--- config.mk ---
export PLATFORM = sky130hd
export DESIGN_NAME = mc_main_fsm
export DESIGN_NICKNAME = d
export VERILOG_FILES = /design/src/rtl/mc_main_fsm_pkg.sv /design/src/rtl/mc_main_fsm_imm_src_gen.sv /design/src/rtl/mc_main_fsm.sv
export SDC_FILE = /design/constraint.sdc
export NUM_CORES = 1
export LEC_CHECK = 0
export CAP_MARGIN = 20
export CELL_PAD_IN_SITES_DETAIL_PLACEMENT = 0
export CELL_PAD_IN_SITES_GLOBAL_PLACEMENT = 2
export CORE_UTILIZATION = 20
export CTS_CLUSTER_DIAMETER = 50
export CTS_CLUSTER_SIZE = 8
export DETAILED_ROUTE_END_ITERATION = 12
export GPL_ROUTABILITY_DRIVEN = 0
export GPL_TIMING_DRIVEN = 0
export PLACE_DENSITY_LB_ADDON = 0.2
export SLEW_MARGIN = 25
export SYNTH_ARGS = -nofsm -noshare
export SYNTH_HDL_FRONTEND = slang
export SYNTH_SLANG_ARGS = --single-unit
--- constraint.sdc ---
create_clock -name clk -period 2.49 [get_ports clk]
set_input_delay 0.498 -clock clk [delete_from_list [all_inputs] [get_ports clk]]
set_output_delay 0.498 -clock clk [all_outputs]
set_load 0.01 [all_outputs]
--- src/rtl/mc_main_fsm_pkg.sv ---
// Shared encodings for the multi-cycle RV32I main control FSM: opcodes, states,
// datapath select codes and the branch-condition helpers.
package mc_main_fsm_pkg;

   typedef enum logic [6:0] {
      lw_op         = 7'b0000011,
      i_type_alu_op = 7'b0010011,
      auipc_op      = 7'b0010111,
      sw_op         = 7'b0100011,
      r_type_op     = 7'b0110011,
      lui_op        = 7'b0110111,
      branch_op     = 7'b1100011,
      jalr_op       = 7'b1100111,
      jal_op        = 7'b1101111
   } opcodetype;

   typedef enum logic [3:0] {
      FETCH    = 4'd0,
      DECODE   = 4'd1,
      MEMADR   = 4'd2,
      MEMREAD  = 4'd3,
      MEMWB    = 4'd4,
      MEMWRITE = 4'd5,
      EXECUTER = 4'd6,
      EXECUTEI = 4'd7,
      ALUWB    = 4'd8,
      BRANCH   = 4'd9,
      JAL      = 4'd10,
      JALRADR  = 4'd11,
      LUI      = 4'd12,
      AUIPC    = 4'd13,
      TRAP     = 4'd14
   } statetype;

   localparam logic [2:0] IMM_I = 3'b000;
   localparam logic [2:0] IMM_S = 3'b001;
   localparam logic [2:0] IMM_B = 3'b010;
   localparam logic [2:0] IMM_J = 3'b011;
   localparam logic [2:0] IMM_U = 3'b100;

   localparam logic [1:0] SRCA_PC    = 2'b00;
   localparam logic [1:0] SRCA_OLDPC = 2'b01;
   localparam logic [1:0] SRCA_RD1   = 2'b10;
   localparam logic [1:0] SRCA_ZERO  = 2'b11;

   localparam logic [1:0] SRCB_RD2  = 2'b00;
   localparam logic [1:0] SRCB_IMM  = 2'b01;
   localparam logic [1:0] SRCB_FOUR = 2'b10;

   localparam logic [1:0] RES_ALUOUT    = 2'b00;
   localparam logic [1:0] RES_DATA      = 2'b01;
   localparam logic [1:0] RES_ALURESULT = 2'b10;

   localparam logic [1:0] ALUOP_ADD   = 2'b00;
   localparam logic [1:0] ALUOP_SUB   = 2'b01;
   localparam logic [1:0] ALUOP_FUNCT = 2'b10;

   localparam logic [2:0] F3_BEQ  = 3'b000;
   localparam logic [2:0] F3_BNE  = 3'b001;
   localparam logic [2:0] F3_BLT  = 3'b100;
   localparam logic [2:0] F3_BGE  = 3'b101;
   localparam logic [2:0] F3_BLTU = 3'b110;
   localparam logic [2:0] F3_BGEU = 3'b111;

   // funct3 010/011 have no branch meaning in RV32I and must trap.
   function automatic logic branch_f3_valid(input logic [2:0] funct3);
      logic valid;
      case (funct3)
         F3_BEQ, F3_BNE, F3_BLT, F3_BGE, F3_BLTU, F3_BGEU: valid = 1'b1;
         default:                                          valid = 1'b0;
      endcase
      return valid;
   endfunction

   function automatic logic branch_taken(input logic [2:0] funct3,
                                         input logic       zero,
                                         input logic       less_than,
                                         input logic       less_than_u);
      logic taken;
      case (funct3)
         F3_BEQ:  taken = zero;
         F3_BNE:  taken = ~zero;
         F3_BLT:  taken = less_than;
         F3_BGE:  taken = ~less_than;
         F3_BLTU: taken = less_than_u;
         F3_BGEU: taken = ~less_than_u;
         default: taken = 1'b0;
      endcase
      return taken;
   endfunction

endpackage

--- src/rtl/mc_main_fsm_imm_src_gen.sv ---
// Combinational opcode -> ImmSrc map; anything unknown, R-type or disabled
// falls back to the I-type code.
module imm_src_gen
   import mc_main_fsm_pkg::*;
#(
   parameter bit SUPPORT_UTYPE = 1'b1,
   parameter int IMM_SRC_W     = 3
) (
   input  logic [6:0]           op,
   output logic [IMM_SRC_W-1:0] imm_src
);

   logic [2:0] code;

   always_comb begin
      code = IMM_I;
      case (op)
         sw_op:             code = IMM_S;
         branch_op:         code = IMM_B;
         jal_op:            code = IMM_J;
         lui_op, auipc_op:  code = SUPPORT_UTYPE ? IMM_U : IMM_I;
         default:           code = IMM_I;
      endcase
   end

   assign imm_src = IMM_SRC_W'(code);

endmodule

--- src/rtl/mc_main_fsm.sv ---
// Main Moore-style control FSM of the multi-cycle RV32I core; drives every
// datapath enable and mux select from the registered instruction.
module mc_main_fsm
   import mc_main_fsm_pkg::*;
#(
   parameter bit SUPPORT_JALR  = 1'b1,
   parameter bit SUPPORT_UTYPE = 1'b1,
   parameter bit MEM_HANDSHAKE = 1'b1,
   parameter int IMM_SRC_W     = 3
) (
   input  logic                 clk,
   input  logic                 reset,
   input  logic [6:0]           op,
   input  logic [2:0]           funct3,
   input  logic                 Zero,
   input  logic                 LessThan,
   input  logic                 LessThanU,
   input  logic                 mem_ready,
   output logic                 PCWrite,
   output logic                 AdrSrc,
   output logic                 MemWrite,
   output logic                 IRWrite,
   output logic [1:0]           ResultSrc,
   output logic [1:0]           ALUSrcA,
   output logic [1:0]           ALUSrcB,
   output logic [1:0]           ALUOp,
   output logic [IMM_SRC_W-1:0] ImmSrc,
   output logic                 RegWrite,
   output logic                 Illegal,
   output logic [3:0]           state_o
);

   statetype state;
   statetype state_next;
   logic     ready;

   assign ready = MEM_HANDSHAKE ? mem_ready : 1'b1;

   imm_src_gen #(
      .SUPPORT_UTYPE(SUPPORT_UTYPE),
      .IMM_SRC_W    (IMM_SRC_W)
   ) u_imm_src_gen (
      .op     (op),
      .imm_src(ImmSrc)
   );

   always_ff @(posedge clk) begin
      if (reset) begin
         state <= FETCH;
      end else begin
         state <= state_next;
      end
   end

   always_comb begin
      state_next = state;
      PCWrite    = 1'b0;
      AdrSrc     = 1'b0;
      MemWrite   = 1'b0;
      IRWrite    = 1'b0;
      RegWrite   = 1'b0;
      ResultSrc  = RES_ALUOUT;
      ALUSrcA    = SRCA_PC;
      ALUSrcB    = SRCB_RD2;
      ALUOp      = ALUOP_ADD;

      case (state)
         FETCH: begin
            ALUSrcB   = SRCB_FOUR;
            ResultSrc = RES_ALURESULT;
            IRWrite   = ready;
            PCWrite   = ready;
            if (ready) state_next = DECODE;
         end
         // The adder here forms OldPC + imm so BRANCH/JAL find their target in ALUOut.
         DECODE: begin
            ALUSrcA = SRCA_OLDPC;
            ALUSrcB = SRCB_IMM;
            case (op)
               lw_op, sw_op:  state_next = MEMADR;
               r_type_op:     state_next = EXECUTER;
               i_type_alu_op: state_next = EXECUTEI;
               branch_op:     state_next = branch_f3_valid(funct3) ? BRANCH : TRAP;
               jal_op:        state_next = JAL;
               jalr_op:       state_next = SUPPORT_JALR ? JALRADR : TRAP;
               lui_op:        state_next = SUPPORT_UTYPE ? LUI : TRAP;
               auipc_op:      state_next = SUPPORT_UTYPE ? AUIPC : TRAP;
               default:       state_next = TRAP;
            endcase
         end
         MEMADR: begin
            ALUSrcA    = SRCA_RD1;
            ALUSrcB    = SRCB_IMM;
            state_next = (op == sw_op) ? MEMWRITE : MEMREAD;
         end
         MEMREAD: begin
            AdrSrc = 1'b1;
            if (ready) state_next = MEMWB;
         end
         MEMWB: begin
            ResultSrc  = RES_DATA;
            RegWrite   = 1'b1;
            state_next = FETCH;
         end
         MEMWRITE: begin
            AdrSrc   = 1'b1;
            MemWrite = 1'b1;
            if (ready) state_next = FETCH;
         end
         EXECUTER: begin
            ALUSrcA    = SRCA_RD1;
            ALUOp      = ALUOP_FUNCT;
            state_next = ALUWB;
         end
         EXECUTEI: begin
            ALUSrcA    = SRCA_RD1;
            ALUSrcB    = SRCB_IMM;
            ALUOp      = ALUOP_FUNCT;
            state_next = ALUWB;
         end
         ALUWB: begin
            RegWrite   = 1'b1;
            state_next = FETCH;
         end
         BRANCH: begin
            ALUSrcA    = SRCA_RD1;
            ALUOp      = ALUOP_SUB;
            PCWrite    = branch_taken(funct3, Zero, LessThan, LessThanU);
            state_next = FETCH;
         end
         // Shared by jal and the second half of jalr: PC <- ALUOut, rd <- OldPC + 4 next.
         JAL: begin
            ALUSrcA    = SRCA_OLDPC;
            ALUSrcB    = SRCB_FOUR;
            PCWrite    = 1'b1;
            state_next = ALUWB;
         end
         JALRADR: begin
            ALUSrcA    = SRCA_RD1;
            ALUSrcB    = SRCB_IMM;
            state_next = JAL;
         end
         LUI: begin
            ALUSrcA    = SRCA_ZERO;
            ALUSrcB    = SRCB_IMM;
            state_next = ALUWB;
         end
         AUIPC: begin
            ALUSrcA    = SRCA_OLDPC;
            ALUSrcB    = SRCB_IMM;
            state_next = ALUWB;
         end
         TRAP: begin
            state_next = TRAP;
         end
         default: begin
            state_next = TRAP;
         end
      endcase

      // Reset must kill every write strobe immediately, even mid-access.
      if (reset) begin
         PCWrite  = 1'b0;
         IRWrite  = 1'b0;
         MemWrite = 1'b0;
         RegWrite = 1'b0;
      end
   end

   assign Illegal = (state == TRAP);
   assign state_o = state;

endmodule
==> impl_metrics.toml, run 1 <==
[route]
dr.max_layer_used = "met3"
drt_iter0_markers = 31
wl_met1_mm = 1.16
drcViolationCount = 0
vias_per_cell = 4.77
wl_per_cell_um = 12.4
wirelength_mm = 2.41
dr.pass1.iters = 4
vias = 925
dr_wl_met3_um = 96
antenna_left = 0
wl_met2_mm = 1.16

[finish]
drive_gt1_frac = 0.142
mostFrequentLayoutCells = "clkdlybuf4s50_1 (27), nor2_1 (12), nand2_1 (10)"
diodes = 0
layout.nets = 166
largest_reg_flops = 4
regArea_um2 = 83.8
multi_input_area_um2 = 594
syn_to_final_growth_pct = 64.2
layout_commonest_cell = "clkdlybuf4s50_1"
fin_cells = 194
fin_area_mm2 = 0.00117
fill_cells = 379

[timing]
layout_min_cycle_time_ns = 2.40
tightest_slew_ns = 0.535
grt_setup_unrepaired = "no"
post-route-period-util = 0.966
drv_slew = 0
finalHoldViolCount = 0
slew-limit-headroom = 0.643
fmax_ghz = 0.416
setup_viol = 0
fin_skew_ns = 0.00147

[logic_synthesis]
syn_avg_cell_area_um2 = 6.45
syn_nets = 127
seq_area_frac_synth = 0.112
synth-edff-count = 0
netlist_area_um2 = 716
yosysWarningCount = 0
ys_seq_elements = 4
ys_types = 37
synth_ff_type = "dfxtp_1"
ys_async_sr_fraction = 0
syn-instance-count = 111

[global_routing]
grt_pass1_vias = 894
track_usage = 0.138
grt_max_degree = 11
grt_pass1_wl_mm = 3.99
grt-ovfl-total = 0
antenna_found_initial = 0

[setup_path]
critPathMaxStageDelay_ns = 0.54
path_max_fanout = 6
cp_data_arrival_time_ns = 1.91
crit_type = "in2out"
critPathTopFamily = "buffers and inverters"
required_ns = 1.99
slowest_stage = "clkdlybuf4s50_1"
cp_common_cell = "clkdlybuf4s50_1"
cp.buffers_inverters = 2
start_kind = "input port"
worstPathCellList = "clkdlybuf4s50_1 -> nand4b_1 -> nor2_1 -> clkdlybuf4s50_1"
end_kind = "output pin"

[run_status]
status = "completed"

[floorplanning]
coreArea_mm2 = 0.00339
initial_utilization = 0.211
die_x_um = 61.8
dieArea_mm2 = 0.00382
rows = 21
pin_count = 37
die_y_um = 61.8

[pwr]
fin_total_pwr_mw = 0.819
ir_worst_vdd_mv = 0.143
p_leak_nw = 0.452
cellPowerDensity_mw_per_mm2 = 697

[place]
numPlacedInstances = 190
placed_area_mm2 = 0.00110
dp_hpwl_mm = 1.81
port-buffer-count = 33

[cts]
clk_latency_ns = 0.23
cts_tree = "done"
tritoncts_num_sinks = 4
cts.path.max_buffers = 2
cts_root_buf = "clkbuf_4"
cts.htree.levels = 1
ctsHoldBuffers = 0
cts-buffers-inserted = 3
clk_pin_slew_ns = 0.04

[job]
drv_cap = 0

[worst_hold_path]
hold_class = "reg2reg"
## tightest hold or removal path, cell delays in order (launching register included)
cell and delay, ns:
dfxtp_1 0.39, nor2b_1 0.09, o21ai_0 0.07, a211oi_1 0.07
## cell usage after synthesis, types with 2 or more instances
cell | instances | area share
a21oi_1 | 6 | 0.042
nor3_1 | 8 | 0.056
clkbuf_1 | 4 | 0.021
nand2_1 | 10 | 0.052
o21ai_0 | 7 | 0.049
dfxtp_1 | 4 | 0.11
nand4b_1 | 2 | 0.024
xor2_1 | 3 | 0.037
nand3_1 | 3 | 0.021
a211oi_1 | 3 | 0.031
nor4_1 | 4 | 0.035
nand2b_1 | 7 | 0.061
buf_2 | 4 | 0.028
buf_6 | 2 | 0.031
nor2b_1 | 4 | 0.035
nand3b_1 | 2 | 0.021
o22ai_1 | 2 | 0.017
nor2_1 | 13 | 0.068
nor3b_1 | 3 | 0.031
xnor2_1 | 3 | 0.037
## power by group
group,leakage [nW],switching (mW),internal (mW)
Combinational,0.404,0.302,0.321
Sequential,0.0339,0.0274,0.0855
Clock,0.0138,0.0285,0.0541
Total,0.452,0.358,0.461
## worst paths after layout
| path | startpoint | cells past startpoint | slack, ns | end |
|---|---|---|---|---|
| setup / recovery | op[4] | 4 | 0.09 | ImmSrc[1] |
| hold / removal | state_o[2]$_SDFFE_PP0P_ | 3 | 0.67 | state_o[3]$_SDFFE_PP0P_ |
| setup reg to reg | state_o[3]$_SDFFE_PP0P_ | 5 | 1.00 | state_o[1]$_SDFFE_PP0P_ |
| hold reg to reg | state_o[2]$_SDFFE_PP0P_ | 3 | 0.67 | state_o[3]$_SDFFE_PP0P_ |
## repair_timing
| action | CTS | global route |
|---|---|---|
| buffers inserted | 1 | 0 |
| setup endpoints to repair | 7 | 8 |
| pin swaps | 1 | 0 |
| gates resized for setup | 17 | 10 |
## metal layers
| metal | vias up | track usage |
|---|---|---|
| met5 | - | 0 |
| met4 | 0 | 0.0286 |
| met3 | 0 | 0.0166 |
| met2 | 30 | 0.240 |
| met1 | 413 | 0.182 |
| li1 | 482 | - |
## stage by stage
step / util / hold WS [ns] / setup slack [ns] / TNS [ns]
floorplan: - / 0.641 / 0.711 / 0
global placement: 0.326 / 0.661 / -0.377 / -0.573
detailed placement: 0.326 / 0.669 / -0.377 / -0.562
CTS: 0.343 / 0.664 / 0.0336 / 0
global route: 0.347 / 0.727 / 0.00631 / 0
finish: 0.347 / 0.673 / 0.0855 / 0
## area by class of cell
cell class,instances,share of cell area
Buffer,10,0.0671
Clock buffer,3,0.0192
Sequential cell,4,0.0714
Multi-Input combinational cell,97,0.506
Timing Repair Buffer,34,0.288
Tap cell,46,0.0490
## kinds of logic (layout without fill, tap and decap cells)
| logic type | Yosys count | count (layout) | synth area share |
|---|---|---|---|
| compound gates | 28 | 28 | 0.254 |
| xor+xnor | 6 | 6 | 0.0734 |
| buf+inv | 10 | 47 | 0.0804 |
| flops | 4 | 4 | 0.112 |
| mux | 1 | 1 | 0.0140 |
| simple gates | 62 | 62 | 0.467 |
No activity file was read; power rests on OpenSTA's default activity.
==> run 2: changes to the inputs <==
--- a/config.mk
+++ b/config.mk
@@ -15,6 +15,7 @@
 export GPL_ROUTABILITY_DRIVEN = 0
 export GPL_TIMING_DRIVEN = 0
 export PLACE_DENSITY_LB_ADDON = 0.2
+export RECOVER_POWER = 50
 export SLEW_MARGIN = 25
 export SYNTH_ARGS = -nofsm -noshare
 export SYNTH_HDL_FRONTEND = slang
==> constraint.sdc (replaced) <==
create_clock -name clk -period 2.49 [get_ports clk]
set_input_delay 0.249 -clock clk [delete_from_list [all_inputs] [get_ports clk]]
set_output_delay 0.249 -clock clk [all_outputs]
set_load 0.01 [all_outputs]
==> impl_metrics.toml, run 2 (synthesis results as in run 1) <==
[run_status]
status = "completed"

[finish]
fin_cells = 193
syn_to_final_growth_pct = 57.0
layout_commonest_cell = "clkdlybuf4s50_1"
diodes = 0
drive_gt1_frac = 0.0816
postLayoutCoreUtil = 0.331
largest_reg_flops = 4
fin_area_mm2 = 0.00112
layout.nets = 165
mostFrequentLayoutCells = "clkdlybuf4s50_1 (24), nor2_1 (12), nand2_1 (10)"

[timing]
fin_setup_tns_ns = 0
finalHoldViolCount = 0
tightest_slew_ns = 0.503
grt_setup_unrepaired = "no"
drv_slew = 0
post-route-period-util = 0.943
fin_skew_ns = 0.00178
setup_viol = 0
slew-limit-headroom = 0.665
layout_min_cycle_time_ns = 2.35
fmax_ghz = 0.426

[route]
drt_iter0_markers = 25
vias = 922
vias_per_cell = 4.78
dr.pass1.iters = 4
antenna_left = 0
wl_per_cell_um = 12.1
wirelength_mm = 2.33
drcViolationCount = 0

[global_routing]
grt_pass1_vias = 871
antenna_found_initial = 0
grt-ovfl-total = 0
track_usage = 0.134
grt_pass1_wl_mm = 3.90
grt_max_degree = 11

[worst_hold_path]
hold_class = "in2reg"

[cts]
ctsResizeCount = 1
cts.htree.levels = 1
clk_pin_slew_ns = 0.04
cts.path.max_buffers = 2
cts_setup_buffers = 0
clk_latency_ns = 0.23
ctsHoldBuffers = 0
cts_tree = "done"
cts_root_buf = "clkbuf_4"
tritoncts_num_sinks = 4
cts-buffers-inserted = 3

[pwr]
netSwitchingPower_mw = 0.345
p_int_mw = 0.412
seq_power_share = 0.138
power_switching_share = 0.456
combPwrFrac = 0.756
clockPowerShare = 0.106
ir_worst_vdd_mv = 0.136
p_leak_nw = 0.405
cellPowerDensity_mw_per_mm2 = 673

[setup_path]
rr_worst_depth = 5
ff2ff_setup_slack_ns = 0.87
crit_type = "reg2out"
end_kind = "output pin"
required_ns = 2.24
r2r-start = "state_o[3]$_SDFFE_PP0P_"
startpoint = "state_o[3]$_SDFFE_PP0P_"
r2r_end = "state_o[1]$_SDFFE_PP0P_"
start_kind = "flip-flop"
cp_data_arrival_time_ns = 2.10
path_max_fanout = 10
worstSetupEndpoint = "PCWrite"

[place]
numPlacedInstances = 190
dp_hpwl_mm = 1.81
port-buffer-count = 33
placed_area_mm2 = 0.00110

[floorplanning]
die_y_um = 61.8
rows = 21
dieArea_mm2 = 0.00382
initial_utilization = 0.211
die_x_um = 61.8
coreArea_mm2 = 0.00339
pin_count = 37

[job]
drv_cap = 0
[run 2: cell types whose count changed in the layout (fill, tap and decap cells not counted), sizes merged]
cell,before,now
dlygate4sd3,0,9
dlygate4sd2,4,0
clkdlybuf4s50,27,24
buf,7,5
dlymetal6s2s,2,0
clkbuf,7,8
[run 2: per-layer routing]
| layer | track usage | wire length [um] | up-vias |
|---|---|---|---|
| li1 | - | - | 480 |
| met1 | 0.180 | 1120 | 416 |
| met2 | 0.230 | 1130 | 26 |
| met3 | 0.0166 | 80 | 0 |
| met4 | 0.0286 | 0 | 0 |
| met5 | 0 | 0 | - |
[run 2: metrics by stage]
step | setup WS [ns] | total power [mW] | hold slack, ns
4_1_cts | 0.00588 | 0.789 | 0.471
2_1_floorplan | 0.960 | 0.443 | 0.440
6_report | 0.141 | 0.756 | 0.489
3_5_place_dp | 0.121 | 0.702 | 0.669
3_3_place_gp | 0.121 | 0.709 | 0.661
5_1_grt | 0.0334 | 0.834 | 0.517
[run 2: power by group through the flow]
stage               Sequential (mW)  Clock, mW  Combinational (mW)
finish                        0.104     0.0804               0.572
global route                  0.110     0.0901               0.634
CTS                           0.106     0.0854               0.598
detailed placement            0.107          0               0.595
global placement              0.107          0               0.602
floorplan                     0.109          0               0.334
[run 2: cell type report]
type / instances / area (um2)
fillers: 376 / 2270
multi-input cells: 97 / 582
flip-flops and latches: 4 / 80.1
plain buffers: 10 / 51.3
repair buffers: 33 / 330
well taps: 46 / 57.6
clock buffers: 3 / 22.5
[run 2: how the worst min path moves through the flow]
| stage | depth (start not counted) | start | to |
|---|---|---|---|
| 6_report | 2 | reset | state_o[1]$_SDFFE_PP0P_ |
| 4_1_cts | 2 | reset | state_o[1]$_SDFFE_PP0P_ |
| 3_5_place_dp | 3 | state_o[2]$_SDFFE_PP0P_ | state_o[3]$_SDFFE_PP0P_ |
| 3_3_place_gp | 3 | state_o[2]$_SDFFE_PP0P_ | state_o[3]$_SDFFE_PP0P_ |
| 5_1_grt | 2 | reset | state_o[1]$_SDFFE_PP0P_ |
| 2_1_floorplan | 2 | op[3] | state_o[1]$_SDFFE_PP0P_ |
[run 2: critical path: stages, from the launching register on]
cell	delay (ns)
dfxtp_1	0.34
buf_2	0.21
nor2_2	0.18
nand2_1	0.08
a2111oi_2	0.41
a21o_1	0.13
clkdlybuf4s50_1	0.52
==> run 3: changes to the inputs <==
--- a/config.mk
+++ b/config.mk
@@ -9,7 +9,6 @@
 export CELL_PAD_IN_SITES_DETAIL_PLACEMENT = 0
 export CELL_PAD_IN_SITES_GLOBAL_PLACEMENT = 2
 export CORE_UTILIZATION = 20
-export CTS_CLUSTER_DIAMETER = 50
 export CTS_CLUSTER_SIZE = 8
 export DETAILED_ROUTE_END_ITERATION = 12
 export GPL_ROUTABILITY_DRIVEN = 0
==> results of run 3 <==
The final DEF is identical to that of run 2; final timing and power are the same.
